File: config.mk
export PLATFORM = sky130hd
export DESIGN_NAME = bcd_load_arbiter
export DESIGN_NICKNAME = d
export VERILOG_FILES = /design/src/rtl/bcd_pkg.sv /design/src/rtl/rr_arb2.sv /design/src/rtl/bcd_load_arbiter.sv
export SDC_FILE = /design/constraint.sdc
export NUM_CORES = 1
export LEC_CHECK = 0
export CAP_MARGIN = 5
export CORE_MARGIN = 4
export CORE_UTILIZATION = 43
export CTS_CLUSTER_DIAMETER = 80
export DETAILED_ROUTE_END_ITERATION = 16
export PLACE_DENSITY_LB_ADDON = 0.3
export SETUP_SLACK_MARGIN = 0.4
export SLEW_MARGIN = 10
export SYNTH_ARGS = -nofsm -noshare
export SYNTH_HDL_FRONTEND = slang
export SYNTH_SLANG_ARGS = --single-unit
File: constraint.sdc
create_clock -name clk -period 2.2 [get_ports clk]
set_input_delay 0.44 -clock clk [delete_from_list [all_inputs] [get_ports clk]]
set_output_delay 0.44 -clock clk [all_outputs]
set_load 0.01 [all_outputs]
File: src/rtl/bcd_pkg.sv
// Shared types and constants for the BCD load arbiter.
package bcd_pkg;

    localparam int unsigned DIGIT_W = 4;
    localparam int unsigned HOLD_W  = 4;

    localparam logic [DIGIT_W-1:0] BCD_MAX = 4'd9;

    typedef enum logic [1:0] {
        ST_IDLE  = 2'd0,
        ST_GRANT = 2'd1,
        ST_LOAD  = 2'd2,
        ST_HOLD  = 2'd3
    } arb_state_t;

    // True when the digit is a legal BCD value (0..9).
    function automatic logic is_bcd(input logic [DIGIT_W-1:0] d);
        return d <= BCD_MAX;
    endfunction

endpackage

File: src/rtl/rr_arb2.sv
// Two-way round-robin picker: a lone request wins, a tie goes to the side
// that did not win last time. No requests yields winner 0 (don't care).
module rr_arb2 (
    input  logic req0,
    input  logic req1,
    input  logic last_src,
    output logic winner
);

    // Tie resolves away from the previous winner.
    always_comb begin
        winner = req1;
        if (req0 && req1) begin
            winner = ~last_src;
        end
    end

endmodule

File: src/rtl/bcd_load_arbiter.sv
// Shares the BCD counter parallel-load port between two requesters.
// Round-robin grant, one-cycle Load strobe, programmable hold-off.
// Optional digit validation is enabled by defining BCD_ARB_VALIDATE_EN.
module bcd_load_arbiter
    import bcd_pkg::*;
#(
    parameter int unsigned HOLD_CYCLES = 2
) (
    input  logic               clk,
    input  logic               rst_n,
    input  logic               req0,
    input  logic [DIGIT_W-1:0] din0,
    input  logic               req1,
    input  logic [DIGIT_W-1:0] din1,
    output logic               gnt0,
    output logic               gnt1,
    output logic               Load,
    output logic [DIGIT_W-1:0] Din,
    output logic               busy,
    output logic               last_src
`ifdef BCD_ARB_VALIDATE_EN
    ,
    output logic               err
`endif
);

    localparam logic [HOLD_W-1:0] HOLD_LIM = HOLD_W'(HOLD_CYCLES);
    localparam logic              NO_HOLD  = (HOLD_CYCLES == 0);

    arb_state_t         state_q, state_d;
    logic [HOLD_W-1:0]  hold_cnt_q, hold_cnt_d;
    logic               granted_q, granted_d;
    logic               ptr_c;
    logic               win_c;
    logic [DIGIT_W-1:0] pick_c;
    logic               hold_done_c;

    logic               gnt0_d, gnt1_d, load_d, busy_d, src_d;
    logic [DIGIT_W-1:0] din_d;

`ifdef BCD_ARB_VALIDATE_EN
    logic               bad_q, bad_d;
    logic               err_d;
`endif

    // Until the first grant the pointer favours requester 0.
    assign ptr_c  = granted_q ? last_src : 1'b1;
    assign pick_c = win_c ? din1 : din0;
    assign hold_done_c = (5'(hold_cnt_q) + 5'd1) >= 5'(HOLD_CYCLES);

    rr_arb2 u_rr (
        .req0     (req0),
        .req1     (req1),
        .last_src (ptr_c),
        .winner   (win_c)
    );

    // State register.
    always_ff @(posedge clk or negedge rst_n) begin
        if (!rst_n) begin
            state_q <= ST_IDLE;
        end else begin
            state_q <= state_d;
        end
    end

    // Next-state logic.
    always_comb begin
        state_d = state_q;
        unique case (state_q)
            ST_IDLE: begin
                if (req0 || req1) begin
                    state_d = ST_GRANT;
                end
            end
            ST_GRANT: begin
                state_d = ST_LOAD;
`ifdef BCD_ARB_VALIDATE_EN
                if (bad_q) begin
                    state_d = NO_HOLD ? ST_IDLE : ST_HOLD;
                end
`endif
            end
            ST_LOAD: begin
                state_d = NO_HOLD ? ST_IDLE : ST_HOLD;
            end
            ST_HOLD: begin
                if (hold_done_c) begin
                    state_d = ST_IDLE;
                end
            end
            default: state_d = ST_IDLE;
        endcase
    end

    // Next values of the registered outputs, hold counter and grant flags.
    always_comb begin
        gnt0_d     = 1'b0;
        gnt1_d     = 1'b0;
        load_d     = 1'b0;
        din_d      = Din;
        src_d      = last_src;
        granted_d  = granted_q;
        busy_d     = (state_d != ST_IDLE);
        hold_cnt_d = '0;
`ifdef BCD_ARB_VALIDATE_EN
        bad_d      = 1'b0;
        err_d      = 1'b0;
`endif

        if (state_q == ST_IDLE && state_d == ST_GRANT) begin
            gnt0_d    = ~win_c;
            gnt1_d    = win_c;
            src_d     = win_c;
            granted_d = 1'b1;
`ifdef BCD_ARB_VALIDATE_EN
            if (is_bcd(pick_c)) begin
                din_d = pick_c;
            end else begin
                bad_d = 1'b1;
                err_d = 1'b1;
            end
`else
            din_d = pick_c;
`endif
        end

        if (state_d == ST_LOAD) begin
            load_d = 1'b1;
        end

        // Saturating hold counter, restarted on every entry to HOLD.
        if (state_q == ST_HOLD && state_d == ST_HOLD) begin
            hold_cnt_d = (hold_cnt_q < HOLD_LIM) ? hold_cnt_q + HOLD_W'(1) : hold_cnt_q;
        end
    end

    // Output and datapath registers; reset clears any load in flight.
    always_ff @(posedge clk or negedge rst_n) begin
        if (!rst_n) begin
            gnt0       <= 1'b0;
            gnt1       <= 1'b0;
            Load       <= 1'b0;
            Din        <= '0;
            busy       <= 1'b0;
            last_src   <= 1'b0;
            granted_q  <= 1'b0;
            hold_cnt_q <= '0;
`ifdef BCD_ARB_VALIDATE_EN
            bad_q      <= 1'b0;
            err        <= 1'b0;
`endif
        end else begin
            gnt0       <= gnt0_d;
            gnt1       <= gnt1_d;
            Load       <= load_d;
            Din        <= din_d;
            busy       <= busy_d;
            last_src   <= src_d;
            granted_q  <= granted_d;
            hold_cnt_q <= hold_cnt_d;
`ifdef BCD_ARB_VALIDATE_EN
            bad_q      <= bad_d;
            err        <= err_d;
`endif
        end
    end

endmodule

# After elaboration in Yosys (flattened, before gate mapping)
# Index checks and enable logic that the tools add are counted.
word_totals:
  register_bits: 16
  output_inout_bits: 9
classes:
  addsub: 2
  n_lt_le_gt_ge: 2
  n_eq_ne: 7
  n_mux: 11
  bitwise: 2
  reduce_logical: 6
ops:
  columns: ["cell", "count"]
  rows:
  - ["$mux W4", 3]
  - ["$eq A2 B2 Y1 const B", 4]
  - ["$pmux W2 S4", 1]
  - ["$add A4 B1 Y5 const B", 1]
  - ["$ge A5 B2 Y1 const B", 1]
  - ["$mux W1", 5]
  - ["$add A4 B1 Y4 const B", 1]
  - ["$eq A2 B1 Y1 const B", 2]
  - ["$lt A4 B2 Y1 const B", 1]
  - ["$mux W2", 2]
  - ["$logic_and A1 B1 Y1", 3]
  - ["$logic_not A2 Y1", 1]
  - ["$ne A2 B1 Y1 const B", 1]
  - ["$not A1 Y1", 2]
  - ["$reduce_bool A2 Y1", 1]
  - ["$logic_or A1 B1 Y1", 1]

# Longest topological paths before layout
depth:
  depth_word: 7
  mapped_depth: 5

# Hierarchy
# From an unflattened synthesis, not the netlist that was laid out.
hier_totals:
  cells_unflattened: 58
  area_unflattened_um2: 726.9
modules_own_cells:
  columns: ["module", "instances", "cells_each", "area_each_um2", "seq_area_each_um2"]
  rows:
  - ["bcd_load_arbiter", 1, 57, 715.7, 400.4]
  - ["rr_arb2", 1, 1, 11.3, 0.0]

# Worst setup path after synthesis
# OpenSTA, ideal clock, no wires.
synth_timing:
  kind: "reg2reg"
  startpoint: "reg hold_cnt_q[1]"
  endpoint: "reg busy"
  setup_time_ns: 0.080
  t_arrival_ns: 1.308
  required_time_ns: 2.120
  path_slack_ns: 0.812
  stages_incl_launch_ff: 5
  synth_period_minus_slack_ns: 1.388
  cell_sequence: "dfrtp_1 -> inv_1 -> ha_1 -> or4b_4 -> o211ai_2"
synth_between:
  elab_chain_len: 5
synth_rtl:
  columns: ["element", "line", "text"]
  rows:
  - ["from (decl)", "bcd_load_arbiter.sv:31", "logic [HOLD_W-1:0] hold_cnt_q, hold_cnt_d;"]
  - ["from (signal assigned)", "bcd_load_arbiter.sv:161", "hold_cnt_q <= hold_cnt_d;"]
  - ["$add A4 B1 Y5", "bcd_load_arbiter.sv:49", "assign hold_done_c = (5'(hold_cnt_q) + 5'd1) >= 5'(HOLD_CYCLES);"]
  - ["$ge A5 B2 Y1", "bcd_load_arbiter.sv:49", null]
  - ["$mux W2", "bcd_load_arbiter.sv:88", "if (hold_done_c) begin"]
  - ["$pmux W2 S4", "bcd_load_arbiter.sv:70", "unique case (state_q)"]
  - ["$reduce_bool A2 Y1", "bcd_load_arbiter.sv:104", "busy_d = (state_d != ST_IDLE);"]
  - ["named net busy_d", "bcd_load_arbiter.sv:38", "logic gnt0_d, gnt1_d, load_d, busy_d, src_d;"]
  - ["to (signal assigned)", "bcd_load_arbiter.sv:158", "busy <= busy_d;"]
  - ["to (decl)", "bcd_load_arbiter.sv:19", "output logic busy,"]
# The timed path passes the listed nets, and every way through them passes these cells.
# A chain may end at the register's enable or synchronous reset.

# Final worst setup path
layout_timing:
  startpoint: "reg Din[1]"
  endpoint: "out Din[1]"
layout_rtl:
  columns: ["element", "line", "text"]
  rows:
  - ["from (decl)", "bcd_load_arbiter.sv:18", "output logic [DIGIT_W-1:0] Din,"]
  - ["from (signal assigned)", "bcd_load_arbiter.sv:157", "Din <= din_d;"]
# No word-level cell between the ends.

==> metrics <==
die width 48.9 um; WP data required 1.76 ns; GRT Total Usage 13.3%; commonest cells after routing, fill and taps aside 20 x clkdlybuf4s50_1, 16 x dfrtp_1, 5 x a21boi_0; CP endpoint Din[1]; WS Path Type reg -> out; Unique masters post-synth 25; Worst setup EP type output port; clock-pin slew on the worst setup and hold paths 0.08 ns; CTS root buf clkbuf_4; r2r startpoint hold_cnt_q[0]$_DFFE_PN0P_; area share of fa/ha/maj cells after synthesis 3.48%; first-pass detailed-route iteration total 3; placer congestion estimate 0.734; power per cell area 1110 nW/um^2; Min Hold Slack 0.469 ns; worst path arrival time 1.18 ns; YS warnings 0; Net Count, Synth 71; Yosys top cell by area dfrtp_1; status finished, final reports clean; largest net degree at the start of global routing 17; slowest CP cell clkdlybuf4s50_1; Storage cell area 400 sq um; drt wl/cell approximately 15 um; sequential area share after synthesis a little under three fifths; Cell Area, Synth 719 sq um; H-tree lvl count 1; clock period minus worst slack around 1.6 ns; Core Rows 14; first-pass GRT wire length 2420 um; Syn Inst Count 57; Post-DP HPWL 1120 um; Critical Path, Cell by Cell clkdlybuf4s50_1; CTS tree done; leak pwr 0.424 nW; layout net count 96; Slew HR 54.2%; Worst Tran Pin Value between 0.6 and 0.7 ns; Final ANT Viol Nets 0; Min-Delay Startpoint granted_q$_DFFE_PN0P_; initial antenna violation count 0; Final Hold Fails 0; CTS sink cnt 16; Synth area leaders dfrtp_1 56%, a221o_1 5.6%, a21boi_0 5.2%; Layout area overhead 33.7%; setup_tns 0 ns; final setup violation count 0; Largest regs Din x4, hold_cnt_q x4, state_q x2; Yosys top cell area share 55.7%; Fin Clk Skew 0.00525 ns; CP top delay family buffers and inverters; vias after detailed routing a little over 500; Resized Gates After CTS 0; die height between 40 and 50 um; Final Slew Violations 0; Worst Setup SP Din[1]$_DFFE_PN0P_; CP Buf/Inv Count 1; io pins 21; die area 2390 sq um; main combinational cell family by area after synthesis compound AO/OA/AOI/OAI gates; Fmax around 600 MHz; Post-CTS Setup Bufs 0; ANT cells 0; total grt overflow 0; drt via density 5.35; Peak VDD IR 644 uV; hold_buf cts 0; Hold WC Path Type reg -> reg; path depth of the worst reg2reg path 4; initial core utilization between 40% and 50%; FF-to-FF setup slack 0.68 ns; Detailed Route Iter0 Violations 1; Core Area 1540 sq um; share of cells above drive strength 1 roughly 11%; mux cell area share after synthesis 0%; Setup crit start kind flip-flop; Post-Synth XOR/XNOR Area around 2.4%; Max clock buf depth 2; fillcell total 118; Synth Area in Compound Gates 22.3%; WL final 1410 um; max cap viols 0; crit-path max FO 2; clk_lat worst skew approximately 0.28 ns; cts bufs inserted 3; Levels on crit path 1; Synth Area in Simple Gates between 10% and 20%; Multi-input gate area between 300 and 400 sq um; slowest stage delay, CP about 0.54 ns; RSZ-0062 raised after global routing false; #FFs+latches synth 16; port bufs 20; Avg Inst Size Synth 12.6 sq um; Final Cycle Share about three quarters; r2r endpoint state_q[0]$_DFF_PN0_; DRC viols 0; commonest non-fill, non-tap cell in the layout clkdlybuf4s50_1; vias in the first global route slightly above 500
==> cell families after synthesis <==
group / after synthesis
AOI/OAI and AO/OA: 16
xor gates and xnor gates: 2
other: 1
and+or+nand+nor: 17
buffers and inverters: 3
adders and majority gates: 2
DFF: 16
==> layer usage <==
layer	up-vias	share of wire [%]	wire length (um)	track usage [%]
met5	-	0	0	0
met4	0	0.57	8	4.48
met3	2	5.2	74	6.42
met2	10	51	714	21.5
met1	242	44	615	15.1
li1	260	-	-	-
==> cell type report <==
| class | instances | area share, % |
|---|---|---|
| multi-input combinational | 38 | 32.0 |
| tap | 16 | 2.08 |
| inverter | 3 | 1.17 |
| timing repair buffer | 20 | 20.8 |
| sequential | 16 | 41.6 |
| clock buffer | 3 | 2.34 |
==> synthesized netlist by cell type <==
library cell	count
dfrtp_1	16
a21boi_0	5
a221o_1	4
nor3_1	4
nor2_1	3
ha_1	2
inv_1	2
nand2_1	2
nand2b_1	2
xnor2_1	2
a2111oi_4	1
a21o_1	1
a21oi_1	1
and2_1	1
and2b_1	1
and3_1	1
conb_1	1
inv_2	1
nor4bb_1	1
o211a_1	1
o211ai_2	1
o21ai_1	1
o221ai_2	1
or2_2	1
or4b_4	1
==> worst min path at each step <==
stage / to / depth (start not counted) / slack (ns)
CTS: granted_q$_DFFE_PN0P_ / 1 / 0.47
detailed placement: granted_q$_DFFE_PN0P_ / 1 / 0.46
floorplan: Din[0]$_DFFE_PN0P_ / 0 / 0.14
global route: granted_q$_DFFE_PN0P_ / 1 / 0.51
finish: granted_q$_DFFE_PN0P_ / 1 / 0.47
global placement: granted_q$_DFFE_PN0P_ / 1 / 0.45
==> metrics by stage <==
stage	cell area [sq um]	total power, mW	cells	utilization [%]	worst slack, ns
2_1_floorplan	719	0.726	57	-	0.812
3_3_place_gp	940	0.930	93	61.0	0.476
3_5_place_dp	940	0.943	93	61.0	0.456
4_1_cts	962	1.09	96	62.4	0.543
5_1_grt	962	1.15	96	62.4	0.510
6_report	962	1.07	96	62.4	0.578
==> report_power, final <==
group          internal, mW  leakage (nW)  switching (mW)  total [mW]
clock network        0.0634        0.0138          0.0773       0.141
registers             0.386         0.198          0.0811       0.467
logic                 0.272         0.212           0.193       0.464
total                 0.721         0.424           0.351        1.07
Note: power is estimated with default switching activity, not from simulation.
==> patch (same flow settings) <==
Set the package constant `DIGIT_W` to 6 (it was 4).
--- a/src/rtl/bcd_pkg.sv
+++ b/src/rtl/bcd_pkg.sv
@@ -3,3 +3,3 @@
 
-    localparam int unsigned DIGIT_W = 4;
+    localparam int unsigned DIGIT_W = 6;
     localparam int unsigned HOLD_W  = 4;
Ports: changed (resized Din, din0 and din1); port bits go from 21 to 27. No check against the original RTL was run, so the function may have changed too.
==> patch against the original RTL <==
Sequential power is 15% higher; cell area is 18% higher; wire length is 19% higher; sequential cell count is 2 higher; setup slack worse by 0.035 ns; synthesized area is 13% higher; maximum frequency is 2.1% lower; sequential share of layout area is 2.0 points lower; cell count is 24% higher; clock power is 43% higher; total power is 18% higher; utilization is 2.0 points higher.
==> patch: results (changes against the original RTL) <==
status: "complete, no violations"
io_buffer_count: 26  # +30%
synthTopCellsByArea: "dfrtp_1, a221o_1, a21boi_0, a2111oi_4, ha_1"
netlist-cell-type-count: 28  # +12%
largest_registers: "Din (6), hold_cnt_q (4), state_q (2)"
pre_cts_slack_ns: 0.3094  # -0.1465 ns
synth_commonest_cells: "dfrtp_1, a21boi_0, a221o_1, nor3_1"
hold_class: "in2async"
place_congestion: 0.7239  # -1.4%
grt_max_degree: 19  # +2
clk_pin_slew_ns: 0.10  # +0.02 ns
arrival_ns: 1.22  # +0.04 ns
drive_gt1_frac: 0.09574  # -0.01676
ys_seq_area_frac: 0.5530  # -0.003526
rrSetupSlack_ns: 0.66  # -0.02 ns
dp.final_hpwl_um: 1272  # +13%
clock_skew_ns: 0.008448  # +0.003201 ns
peakVddDrop_mv: 0.6457  # +0.27%
fin_cells: 119  # +24%
syn_area_per_cell_um2: 12.34  # -2.2%
grt_pass1_vias: 597  # +15%
nets: 113  # +18%
drtIter0Drc: 13  # +12
firstDrtPassIters: 4  # +1
timing.slew.headroom: 0.6221  # +0.08002
wirelength_um: 1675  # +19%
cp_max_fo: 3  # +1
==> patch: changes by cell type after synthesis, sizes merged <==
| cell | change |
|---|---|
| a21boi | +2 |
| a221o | +2 |
| buf | +2 |
| dfrtp | +2 |
| and2b | -1 |
| clkbuf | +1 |
| inv | -1 |
| nand4bb | +1 |
| nor2b | +1 |
| o21ai | +1 |
| o21bai | +1 |
| o221ai | -1 |
| or4b | -1 |
==> patch: per-stage QoR <==
stage                     instance area, um^2  hold WS, ns    util
after global placement                   1100       0.4942  0.6234
after detailed placement                 1100       0.5194  0.6234
after floorplan                         814.5       0.1444       -
after CTS                                1136       0.4726  0.6440
final                                    1136       0.4613  0.6440
after global routing                     1136       0.4750  0.6440
==> patch: cell type report <==
type	instances	share of cell area
flip-flops and latches	18	0.3965
multi-input cells	43	0.3018
repair buffers	27	0.2357
clock buffers	4	0.03194
well taps	25	0.02753
inverters	2	0.006608
==> patch: worst paths after layout <==
kind	startpoint	end	depth (start not counted)
min reg2reg	last_src$_DFFE_PN0P_	last_src$_DFFE_PN0P_	1
max	last_src$_DFFE_PN0P_	last_src	1
min	rst_n	granted_q$_DFFE_PN0P_	2
min in group clk	last_src$_DFFE_PN0P_	last_src$_DFFE_PN0P_	1
max in group asynchronous	rst_n	Din[0]$_DFFE_PN0P_	2
max reg2reg	hold_cnt_q[1]$_DFFE_PN0P_	hold_cnt_q[1]$_DFFE_PN0P_	5
==> patch: logic make-up (layout without fill, tap and decap cells) <==
group / Yosys count / after routing / synth area share
adders and majority gates: 2 / 2 / 0.03072
and+or+nand+nor: 17 / 17 / 0.1321
DFF: 18 / 18 / 0.5530
AOI/OAI and AO/OA: 21 / 21 / 0.2320
xor gates and xnor gates: 2 / 2 / 0.02151
buffers and inverters: 5 / 33 / 0.02611
other: 1 / 1 / 0.004604
==> patch: power breakdown <==
part / total, mW / switching (mW) / internal, mW
Sequential: 0.535 / 0.0960 / 0.439
Clock: 0.201 / 0.0998 / 0.101
Combinational: 0.532 / 0.211 / 0.321
Total: 1.27 / 0.407 / 0.861
==> patch: routing by layer <==
metal | global-route usage | wire (um) | vias to the layer above
met2 | 0.2161 | 835 | 17
li1 | - | - | 298
met5 | 0 | 0 | -
met1 | 0.1763 | 713 | 314
met4 | 0.03930 | 14 | 0
met3 | 0.06877 | 111 | 2
